**src/rtl/wb_ctrl_pkg.sv**
```systemverilog
// Shared types and constants for the white-balance control sequencer.
package wb_ctrl_pkg;

    localparam int unsigned CFG_ADDR_W = 3;
    localparam int unsigned CFG_DATA_W = 32;

    typedef enum logic [1:0] {
        MODE_AUTO_GW      = 2'd0,
        MODE_AUTO_RETINEX = 2'd1,
        MODE_MANUAL       = 2'd2,
        MODE_CALIBRATION  = 2'd3
    } wb_mode_e;

    localparam logic [1:0] SEL_RED   = 2'd0;
    localparam logic [1:0] SEL_GREEN = 2'd1;
    localparam logic [1:0] SEL_BLUE  = 2'd2;

    localparam logic [CFG_ADDR_W-1:0] ADDR_MODE    = 3'd0;
    localparam logic [CFG_ADDR_W-1:0] ADDR_R_COEF  = 3'd1;
    localparam logic [CFG_ADDR_W-1:0] ADDR_G_COEF  = 3'd2;
    localparam logic [CFG_ADDR_W-1:0] ADDR_B_COEF  = 3'd3;
    localparam logic [CFG_ADDR_W-1:0] ADDR_CAL_REQ = 3'd4;
    localparam logic [CFG_ADDR_W-1:0] ADDR_COMMIT  = 3'd5;

    typedef enum logic [1:0] {
        ST_IDLE   = 2'd0,
        ST_SEND_R = 2'd1,
        ST_SEND_G = 2'd2,
        ST_SEND_B = 2'd3
    } wb_seq_state_e;

    // Lowest dirty channel in R, G, B order; bit 0 = R, bit 1 = G, bit 2 = B.
    function automatic wb_seq_state_e first_dirty(input logic [2:0] dirty);
        if (dirty[0])      return ST_SEND_R;
        else if (dirty[1]) return ST_SEND_G;
        else if (dirty[2]) return ST_SEND_B;
        else               return ST_IDLE;
    endfunction

endpackage

```
**src/rtl/wb_ctrl_if.sv**
```systemverilog
// Control bundle from the sequencer to the white-balance corrector.
interface wb_ctrl_if #(
    parameter int unsigned COEF_WIDTH = 32
);
    logic [1:0]            mode;
    logic [1:0]            man_sel;
    logic [COEF_WIDTH-1:0] man_coef;
    logic                  man_lock;
    logic                  cal_stb;

    modport master (output mode, man_sel, man_coef, man_lock, cal_stb);
    modport slave  (input  mode, man_sel, man_coef, man_lock, cal_stb);
endinterface

```
**src/rtl/wb_cal_timer.sv**
```systemverilog
// Frame-counting calibration strobe: fires on the (N+1)-th SOF after a request.
module wb_cal_timer #(
    parameter int unsigned SETTLE_WIDTH = 8
) (
    input  logic                    clk_i,
    input  logic                    rst_i,
    input  logic                    sof_i,
    input  logic                    accept_i,
    input  logic [SETTLE_WIDTH-1:0] settle_i,
    input  logic                    abort_i,
    output logic                    cal_stb_o
);

    logic                    pending_q;
    logic [SETTLE_WIDTH-1:0] cnt_q;
    logic                    stb_q;

    // Abort beats a coincident request; a new request reloads the count.
    always_ff @(posedge clk_i or posedge rst_i) begin
        if (rst_i) begin
            pending_q <= 1'b0;
            cnt_q     <= '0;
            stb_q     <= 1'b0;
        end else begin
            stb_q <= 1'b0;
            if (abort_i) begin
                pending_q <= 1'b0;
            end else if (accept_i) begin
                pending_q <= 1'b1;
                cnt_q     <= settle_i;
            end else if (sof_i && pending_q) begin
                if (cnt_q == '0) begin
                    stb_q     <= 1'b1;
                    pending_q <= 1'b0;
                end else begin
                    cnt_q <= cnt_q - SETTLE_WIDTH'(1);
                end
            end
        end
    end

    assign cal_stb_o = stb_q;

endmodule

```
**src/rtl/wb_ctrl_sequencer.sv**
```systemverilog
// Shadows CPU config writes and applies them atomically at start of frame,
// serialising dirty coefficients as man_lock strobes.
module wb_ctrl_sequencer
    import wb_ctrl_pkg::*;
#(
    parameter int unsigned COEF_WIDTH   = 32,
    parameter int unsigned SETTLE_WIDTH = 8
) (
    input  logic                  clk_i,
    input  logic                  rst_i,
    input  logic                  sof_i,
    input  logic                  cfg_wr_i,
    input  logic [CFG_ADDR_W-1:0] cfg_addr_i,
    input  logic [CFG_DATA_W-1:0] cfg_data_i,
    output logic                  cfg_ready_o,
    wb_ctrl_if.master             wb_ctrl_o
);

    wb_mode_e              mode_sh_q, mode_q;
    logic [COEF_WIDTH-1:0] r_sh_q, g_sh_q, b_sh_q;
    logic [COEF_WIDTH-1:0] r_send_q, g_send_q, b_send_q;
    logic [COEF_WIDTH-1:0] man_coef_q, coef_d;
    logic [2:0]            dirty_q, dirty_d, send_dirty_q, remain_d;
    logic                  commit_armed_q, commit_armed_d;
    wb_seq_state_e         state_q, state_d;
    logic [1:0]            man_sel_q, sel_d;
    logic                  man_lock_q, cfg_ready_q;
    logic                  wr_acc, commit, cal_accept, cal_abort, cal_stb;

    // Next burst step and shadow bookkeeping; commit snapshots pre-write values.
    always_comb begin
        wr_acc         = cfg_wr_i && cfg_ready_q;
        commit         = (state_q == ST_IDLE) && sof_i && commit_armed_q;
        dirty_d        = commit ? 3'b000 : dirty_q;
        commit_armed_d = commit ? 1'b0 : commit_armed_q;
        if (wr_acc) begin
            case (cfg_addr_i)
                ADDR_R_COEF: dirty_d[0]     = 1'b1;
                ADDR_G_COEF: dirty_d[1]     = 1'b1;
                ADDR_B_COEF: dirty_d[2]     = 1'b1;
                ADDR_COMMIT: commit_armed_d = 1'b1;
                default:     ;
            endcase
        end

        case (state_q)
            ST_IDLE:   remain_d = commit ? dirty_q : 3'b000;
            ST_SEND_R: remain_d = send_dirty_q & 3'b110;
            ST_SEND_G: remain_d = send_dirty_q & 3'b100;
            default:   remain_d = 3'b000;
        endcase
        state_d = first_dirty(remain_d);

        sel_d  = man_sel_q;
        coef_d = man_coef_q;
        case (state_d)
            ST_SEND_R: begin sel_d = SEL_RED;   coef_d = commit ? r_sh_q : r_send_q; end
            ST_SEND_G: begin sel_d = SEL_GREEN; coef_d = commit ? g_sh_q : g_send_q; end
            ST_SEND_B: begin sel_d = SEL_BLUE;  coef_d = commit ? b_sh_q : b_send_q; end
            default:   ;
        endcase

        cal_accept = wr_acc && (cfg_addr_i == ADDR_CAL_REQ) && (mode_q == MODE_CALIBRATION);
        cal_abort  = commit && (mode_q == MODE_CALIBRATION) && (mode_sh_q != MODE_CALIBRATION);
    end

    always_ff @(posedge clk_i or posedge rst_i) begin
        if (rst_i) begin
            mode_sh_q      <= MODE_AUTO_GW;
            mode_q         <= MODE_AUTO_GW;
            r_sh_q         <= '0;
            g_sh_q         <= '0;
            b_sh_q         <= '0;
            r_send_q       <= '0;
            g_send_q       <= '0;
            b_send_q       <= '0;
            dirty_q        <= 3'b000;
            send_dirty_q   <= 3'b000;
            commit_armed_q <= 1'b0;
            state_q        <= ST_IDLE;
            man_lock_q     <= 1'b0;
            man_sel_q      <= 2'd0;
            man_coef_q     <= '0;
            cfg_ready_q    <= 1'b1;
        end else begin
            if (wr_acc) begin
                case (cfg_addr_i)
                    ADDR_MODE:   mode_sh_q <= wb_mode_e'(cfg_data_i[1:0]);
                    ADDR_R_COEF: r_sh_q    <= cfg_data_i[COEF_WIDTH-1:0];
                    ADDR_G_COEF: g_sh_q    <= cfg_data_i[COEF_WIDTH-1:0];
                    ADDR_B_COEF: b_sh_q    <= cfg_data_i[COEF_WIDTH-1:0];
                    default:     ;
                endcase
            end
            dirty_q        <= dirty_d;
            commit_armed_q <= commit_armed_d;
            if (commit) begin
                r_send_q     <= r_sh_q;
                g_send_q     <= g_sh_q;
                b_send_q     <= b_sh_q;
                send_dirty_q <= dirty_q;
                mode_q       <= mode_sh_q;
            end
            state_q     <= state_d;
            man_lock_q  <= (state_d != ST_IDLE);
            man_sel_q   <= sel_d;
            man_coef_q  <= coef_d;
            cfg_ready_q <= (state_d == ST_IDLE);
        end
    end

    wb_cal_timer #(
        .SETTLE_WIDTH (SETTLE_WIDTH)
    ) u_cal_timer (
        .clk_i     (clk_i),
        .rst_i     (rst_i),
        .sof_i     (sof_i),
        .accept_i  (cal_accept),
        .settle_i  (cfg_data_i[SETTLE_WIDTH-1:0]),
        .abort_i   (cal_abort),
        .cal_stb_o (cal_stb)
    );

    assign cfg_ready_o        = cfg_ready_q;
    assign wb_ctrl_o.mode     = mode_q;
    assign wb_ctrl_o.man_sel  = man_sel_q;
    assign wb_ctrl_o.man_coef = man_coef_q;
    assign wb_ctrl_o.man_lock = man_lock_q;
    assign wb_ctrl_o.cal_stb  = cal_stb;

endmodule

```
**src/flat_wrapper.sv**
```systemverilog
// flat-port wrapper written by rule: the top's interface ports become plain ports
module wb_ctrl_sequencer_flat import wb_ctrl_pkg::*;
#(
    parameter int unsigned COEF_WIDTH   = 32,
    parameter int unsigned SETTLE_WIDTH = 8
)
  (clk_i, rst_i, sof_i, cfg_wr_i, cfg_addr_i, cfg_data_i, cfg_ready_o, wb_ctrl_o_mode, wb_ctrl_o_man_sel, wb_ctrl_o_man_coef, wb_ctrl_o_man_lock, wb_ctrl_o_cal_stb);
  wb_ctrl_if #(.COEF_WIDTH(COEF_WIDTH)) wb_ctrl_o_i ();
  input  logic clk_i;
  input  logic rst_i;
  input  logic sof_i;
  input  logic cfg_wr_i;
  input  logic [CFG_ADDR_W-1:0] cfg_addr_i;
  input  logic [CFG_DATA_W-1:0] cfg_data_i;
  output logic cfg_ready_o;
  output wire logic [$bits(wb_ctrl_o_i.mode)-1:0] wb_ctrl_o_mode;
  output wire logic [$bits(wb_ctrl_o_i.man_sel)-1:0] wb_ctrl_o_man_sel;
  output wire logic [$bits(wb_ctrl_o_i.man_coef)-1:0] wb_ctrl_o_man_coef;
  output wire logic [$bits(wb_ctrl_o_i.man_lock)-1:0] wb_ctrl_o_man_lock;
  output wire logic [$bits(wb_ctrl_o_i.cal_stb)-1:0] wb_ctrl_o_cal_stb;
  assign wb_ctrl_o_mode = wb_ctrl_o_i.mode;
  assign wb_ctrl_o_man_sel = wb_ctrl_o_i.man_sel;
  assign wb_ctrl_o_man_coef = wb_ctrl_o_i.man_coef;
  assign wb_ctrl_o_man_lock = wb_ctrl_o_i.man_lock;
  assign wb_ctrl_o_cal_stb = wb_ctrl_o_i.cal_stb;
  wb_ctrl_sequencer #(.COEF_WIDTH(COEF_WIDTH), .SETTLE_WIDTH(SETTLE_WIDTH)) u_core (.clk_i(clk_i), .rst_i(rst_i), .sof_i(sof_i), .cfg_wr_i(cfg_wr_i), .cfg_addr_i(cfg_addr_i), .cfg_data_i(cfg_data_i), .cfg_ready_o(cfg_ready_o), .wb_ctrl_o(wb_ctrl_o_i));
endmodule
```
**config.mk**
```make
export PLATFORM = sky130hd
export DESIGN_NAME = wb_ctrl_sequencer_flat
export DESIGN_NICKNAME = d
export VERILOG_FILES = /design/src/rtl/wb_ctrl_pkg.sv /design/src/rtl/wb_ctrl_if.sv /design/src/rtl/wb_cal_timer.sv /design/src/rtl/wb_ctrl_sequencer.sv /design/src/flat_wrapper.sv
export SDC_FILE = /design/constraint.sdc
export NUM_CORES = 1
export LEC_CHECK = 0
export CAP_MARGIN = 20
export CELL_PAD_IN_SITES_DETAIL_PLACEMENT = 2
export CELL_PAD_IN_SITES_GLOBAL_PLACEMENT = 2
export CORE_MARGIN = 10
export CORE_UTILIZATION = 42
export DETAILED_ROUTE_END_ITERATION = 10
export GPL_ROUTABILITY_DRIVEN = 0
export GPL_TIMING_DRIVEN = 0
export PLACE_DENSITY_LB_ADDON = 0.1
export SLEW_MARGIN = 5
export SYNTH_ARGS = -nofsm -noshare
export SYNTH_HDL_FRONTEND = slang
export SYNTH_SLANG_ARGS = --single-unit
```
**constraint.sdc**
```tcl
create_clock -name clk_i -period 13.99 [get_ports clk_i]
set_input_delay 2.798 -clock clk_i [delete_from_list [all_inputs] [get_ports clk_i]]
set_output_delay 2.798 -clock clk_i [all_outputs]
set_load 0.05 [all_outputs]
```
== Yosys cells after proc, flatten, opt, wreduce, memory -nomap -nowiden ==
Index checks and enable logic that the tools add are counted.

* Flip-flop bits (word level): 251
* Latch bits: 0
* RAM bits: 0
* Bits in read-only memories: 0
* Output and inout bits: 39
* Memories kept: 0

* $add $sub $neg: 1
* Multipliers: 0
* Divide/modulo/power cells: 0
* $lt $le $gt $ge: 0
* Equal/unequal tests: 13
* Shifts and indexed selects: 0
* Muxes and demuxes: 29
* Bitwise logic cells: 1
* Reduce and logical (&&, ||, !) cells: 23

{| class="wikitable"
|+ Operators by type and width
! operator !! number
|-
| 2-to-1 mux 32 bit || 3
|-
| one-hot mux 32 bit (3 select lines) || 1
|-
| 2-to-1 mux 8 bit || 3
|-
| 2-to-1 mux 1 bit || 14
|-
| AND reduction 2 bit || 5
|-
| 2-to-1 mux 3 bit || 3
|-
| one-hot mux 3 bit (3 select lines) || 1
|-
| nonzero test 3 bit || 3
|-
| == test 2 bit, second input constant || 4
|-
| logical AND 1 bit || 8
|-
| logical NOT 8 bit || 1
|-
| subtractor 8 x 1 -> 8 bit, second input constant || 1
|-
| == test 3 x 2 -> 1 bit, second input constant || 2
|-
| == test 3 bit, second input constant || 2
|-
| 2-to-1 mux 2 bit || 3
|-
| one-hot mux 2 bit (3 select lines) || 1
|-
| == test 2 x 1 -> 1 bit, second input constant || 2
|-
| logical NOT 2 bit || 2
|-
| nonzero test 2 bit || 2
|-
| == test 3 x 1 -> 1 bit, second input constant || 1
|-
| logical NOT 3 bit || 1
|-
| AND reduction 3 bit || 1
|-
| inequality test 2 x 1 -> 1 bit, second input constant || 1
|-
| inequality test 2 bit, second input constant || 1
|-
| inverter 1 bit || 1
|}

== Depth between registers and ports, before layout ==
* Depth after elaboration: 10
* Depth in mapped cells: 8

== Modules after synthesis ==
From an unflattened synthesis, not the netlist that was laid out.

* Cells, all modules: 765
* Area, all modules: 10849.2 um^2

{| class="wikitable"
|+ By module, submodules not included
! module !! times used !! cells each !! area an instance (um^2) !! seq. area each (um^2)
|-
| wb_ctrl_sequencer || 1 || 695 || 10168.5 || 6007.0
|-
| wb_cal_timer || 1 || 70 || 680.7 || 250.2
|}

== Least setup slack after synthesis ==
Ideal clock, no wire load.

* Path kind: input -> register
* Start: input port sof_i
* End: register u_core.man_coef_q[0], in the netlist u_core.wb_ctrl_o.man_coef[0]
* Setup time: 125 ps
* Arrival time: 4074 ps
* Required time: 13865 ps
* Slack: 9791 ps
* Stages on the path: 6
* Buffers on the path: 1
* Cell sequence: nand4bb_1 -> buf_2 -> mux2_4 -> a32o_1 -> mux2_2 -> mux2_4

* Longest elaborated chain between the ends: 9

{| class="wikitable"
|+ RTL lines
! what !! line !! text
|-
| start: declaration || flat_wrapper.sv:11 || <nowiki>input logic sof_i;</nowiki>
|-
| logical AND 1 bit * (2 in a row) || wb_ctrl_sequencer.sv:33 || <nowiki>commit = (state_q == ST_IDLE) && sof_i && commit_armed_q;</nowiki>
|-
| 2-to-1 mux 3 bit || wb_ctrl_sequencer.sv:47 || <nowiki>ST_IDLE: remain_d = commit ? dirty_q : 3'b000;</nowiki>
|-
| one-hot mux 3 bit (3 select lines) || wb_ctrl_sequencer.sv:46 || <nowiki>case (state_q)</nowiki>
|-
| 2-to-1 mux 2 bit || wb_ctrl_pkg.sv:36 || <nowiki>else if (dirty[2]) return ST_SEND_B;</nowiki>
|-
| 2-to-1 mux 2 bit || wb_ctrl_pkg.sv:35 || <nowiki>else if (dirty[1]) return ST_SEND_G;</nowiki>
|-
| 2-to-1 mux 2 bit || wb_ctrl_pkg.sv:34 || <nowiki>if (dirty[0]) return ST_SEND_R;</nowiki>
|-
| == test 2 bit or == test 2 x 1 -> 1 bit (tied branches) || wb_ctrl_sequencer.sv:56 || <nowiki>case (state_d)</nowiki>
|-
| one-hot mux 32 bit (3 select lines) or nonzero test 3 bit (tied branches) || -- ||
|-
| end signal: assignment || wb_ctrl_sequencer.sv:107 || <nowiki>man_coef_q <= coef_d;</nowiki>
|-
| end: declaration || wb_ctrl_sequencer.sv:22 || <nowiki>logic [COEF_WIDTH-1:0] man_coef_q, coef_d;</nowiki>
|}

Every way passes the cells marked *; elsewhere a longest branch is shown, timed or not.
A chain may end at the register's enable or synchronous reset.

== Final worst setup path ==
* Start: input port sof_i
* End: register u_core.man_coef_q[21], in the netlist u_core.wb_ctrl_o.man_coef[21]

Same word-level chain as after synthesis.

==> run summary <==
status: complete, no violations
CTS Hold Bufs: 0
Lkg Pwr: 6.00 nW
Detail Placement HPWL: 20.9 mm
crit end category: register
pin count of the biggest net entering global routing: 116
total of max-cap violations: 0
CP Data Required Time: 14450 ps
P_int: 0.00183 W
routed wire length: 32.9 mm
worst r2r src: u_core.u_cal_timer.cnt_q[0]$_DFFE_PP0P_
CTS clk-pin slew, worst paths: 60 ps
Num CTS Buffers: 29
total power: 0.00295 W
Tightest Pin Transition: 923 ps
combinational share of power: 35.3%
share of cells above drive strength 1: 17.0%
port buffer count: 76
P_sw: 0.00112 W
min cycle time layout: 5020 ps
wire length per cell: 23.2 µm
CP max-delay cell: clkbuf_1
I/O pin count: 78
register area share after synthesis: 60.1%
RSZ-0062 raised after global routing: false
maximum VDD drop: 94.1 µV
Final Cycle Share: 35.8%
Reg power frac: 40.1%
num rows: 57
pwr dens: 236 nW/µm²
Largest stage delay, worst path: 660 ps
DRC viols: 0
count of cell types in the netlist: 41
die footprint: 31500 µm²
Async S/R FF share, synth: 100%
CTS tree: yes
Die Span X: 177 µm
clk_lat worst skew: 550 ps
# H-tree levels: 1
clock root buffer: clkbuf_16
Synth Cell Area: 10400 µm²
Mapped Avg Cell Area: 10.8 µm²
CTS resizes: 0
final hold vios: 0
core box area: 24300 µm²
CP Launch Type: input pin
total clock sinks: 250
Worst setup startpoint: sof_i
Nets: 1113
post-route ant nets: 0
Diodes inserted: 0
final setup fails: 0
Layout area overhead: 20.4%
setup TNS: 0 ps
clock group share of total power: 24.6%
main flop type after synthesis: dfrtp_1
via count: 7760
DRT iter0 DRCs: 538
critical path cell sequence: clkdlybuf4s50_1 > and4bb_4 > a22oi_1 > nor2_1 > clkbuf_1 > a222oi_1 > mux2i_1
postcts setup bufs: 0
Syn Nets: 1004
post-synthesis register bit count: 250
Overflow after GRT: 0
slew margin rel.: 38.2%
sw frac: 37.9%
Clock Tree Buf Depth: 3
vias per std cell: 5.47
crit path DAT: 5480 ps
HP Class: register to register
initial antenna violation count: 1
drt first pass iters: 5
Slew Limit Fails: 0
Worst Hold Launch: u_core.g_send_q[17]$_DFF_PP0_
CP Class: input pin to register
max frequency: 199 MHz
Yosys warning total: 0
Setup Skew: 14.1 ps
Cells after Synth: 964
Tot GR Track Use: 21.1%
vias in the first global route: 8895
Die Y: 177 µm
first-pass GRT wire length: 52.3 mm
Critical Path Fanout Max: 10
initial core utilization: 42.8%
number of flops mapped to enable cells by yosys: 0
[flip-flops by register name, summed over array words and instances, names as in the netlist, 2 cells and up]
signal	cells
u_core.u_cal_timer.cnt_q	8
u_core.r_send_q	32
u_core.wb_ctrl_o.man_sel	2
u_core.state_q	2
u_core.send_dirty_q	2
u_core.r_sh_q	32
u_core.wb_ctrl_o.man_coef	32
u_core.g_send_q	32
u_core.b_sh_q	32
u_core.b_send_q	32
u_core.dirty_q	3
u_core.mode_sh_q	2
u_core.wb_ctrl_o.mode	2
u_core.g_sh_q	32
[per-layer routing]
metal,share of wire [%],GRT usage [%]
met4,1.4,3.65
met1,44,27.3
met5,0,0
met3,3.8,2.95
met2,51,37.3
[critical path, delay by kind of cell]
family	cells	cell delay, ps
buffers and inverters	2	1270
AND/OR/NAND/NOR	2	770
AO/OA/AOI/OAI	2	390
multiplexers	1	240
[layout by cell type, fill, tap and decap left out, types with 2 or more instances in the layout]
master / netlist / layout
buf_2: 31 / 31
buf_6: 3 / 3
a22o_1: 2 / 2
mux2_4: 2 / 2
a31oi_1: 2 / 2
clkbuf_1: 18 / 28
nand2_1: 335 / 335
dfrtp_1: 249 / 249
a21oi_1: 10 / 10
or4_1: 2 / 2
inv_1: 41 / 40
mux2i_1: 31 / 31
nor4_1: 3 / 3
nor2_1: 18 / 18
clkinv_2: 0 / 8
a222oi_1: 31 / 31
o21a_1: 2 / 2
a21o_1: 5 / 5
clkbuf_16: 0 / 29
mux2_2: 100 / 100
bufinv_16: 0 / 2
clkdlybuf4s50_1: 0 / 76
buf_16: 0 / 2
buf_1: 3 / 3
o21ai_0: 20 / 20
nor3_1: 2 / 2
nor3b_1: 2 / 2
nand3_1: 34 / 34
[worst paths after layout]
| path | to | slack (ps) | cells past startpoint |
|---|---|---|---|
| worst min register to register | u_core.g_send_q[17]$_DFF_PP0_ | 470 | 2 |
| worst max register to register | u_core.u_cal_timer.cnt_q[4]$_DFFE_PP0P_ | 11190 | 8 |
| max in group asynchronous | u_core.b_send_q[14]$_DFF_PP0_ | 10350 | 3 |
| min in group asynchronous | u_core.u_cal_timer.cal_stb_o$_DFF_PP0_ | 2680 | 2 |
| worst max-delay path | u_core.wb_ctrl_o.man_coef[21]$_DFFE_PP0P_ | 8970 | 7 |
| worst min-delay path | u_core.g_send_q[17]$_DFF_PP0_ | 470 | 2 |
[area by class of cell]
type / count / area, µm²
fill: 2461 / 11800
sequential: 250 / 6260
multi-input combinational: 618 / 3720
timing repair buffer: 78 / 816
clock buffer: 40 / 777
tap: 324 / 405
buffer: 55 / 268
inverter: 41 / 161
clock inverter: 12 / 118
[power groups by stage]
| stage | Sequential [W] | Clock [W] | Combinational, W |
|---|---|---|---|
| floorplan | 0.00129 | 0 | 0.000565 |
| global placement | 0.00117 | 0 | 0.000985 |
| detailed placement | 0.00119 | 0 | 0.00103 |
| CTS | 0.00118 | 0.000739 | 0.00106 |
| global route | 0.00122 | 0.000772 | 0.00115 |
| finish | 0.00118 | 0.000726 | 0.00104 |
[through the flow]
| stage | utilization [%] | hold slack [ps] | instance area, µm² | setup slack [ps] | std cells |
|---|---|---|---|---|---|
| 2_1_floorplan | - | 433 | 10400 | 4320 | 964 |
| 3_3_place_gp | 47.6 | 444 | 11600 | 588 | 1364 |
| 3_5_place_dp | 47.8 | 458 | 11600 | 8470 | 1366 |
| 4_1_cts | 51.5 | 472 | 12500 | 9060 | 1418 |
| 5_1_grt | 51.5 | 493 | 12500 | 8920 | 1418 |
| 6_report | 51.5 | 467 | 12500 | 8970 | 1418 |
[synth_stat cells, types with 2 or more instances]
master      n  share of area, %
nand2_1   335                12
dfrtp_1   249                60
mux2_2    100                11
inv_1      41               1.5
nand3_1    34               1.6
a222oi_1   31               3.0
buf_2      31               1.5
mux2i_1    31               3.0
o21ai_0    20              0.96
clkbuf_1   18              0.65
nor2_1     18              0.65
a21oi_1    10              0.48
a21o_1      5              0.36
buf_1       3              0.11
buf_6       3              0.32
nor4_1      3              0.18
a22o_1      2              0.17
a31oi_1     2              0.12
mux2_4      2              0.29
nor3_1      2             0.096
nor3b_1     2              0.14
o21a_1      2              0.14
or4_1       2              0.14
[logic make-up after synthesis]
| family | share of synthesized area [%] |
|---|---|
| simple gates | 15.8 |
| flops | 60.1 |
| mux | 14.1 |
| buf+inv | 4.05 |
| fa+ha+maj | 0.120 |
| compound gates | 5.76 |
(Power assumes the default switching activity.)
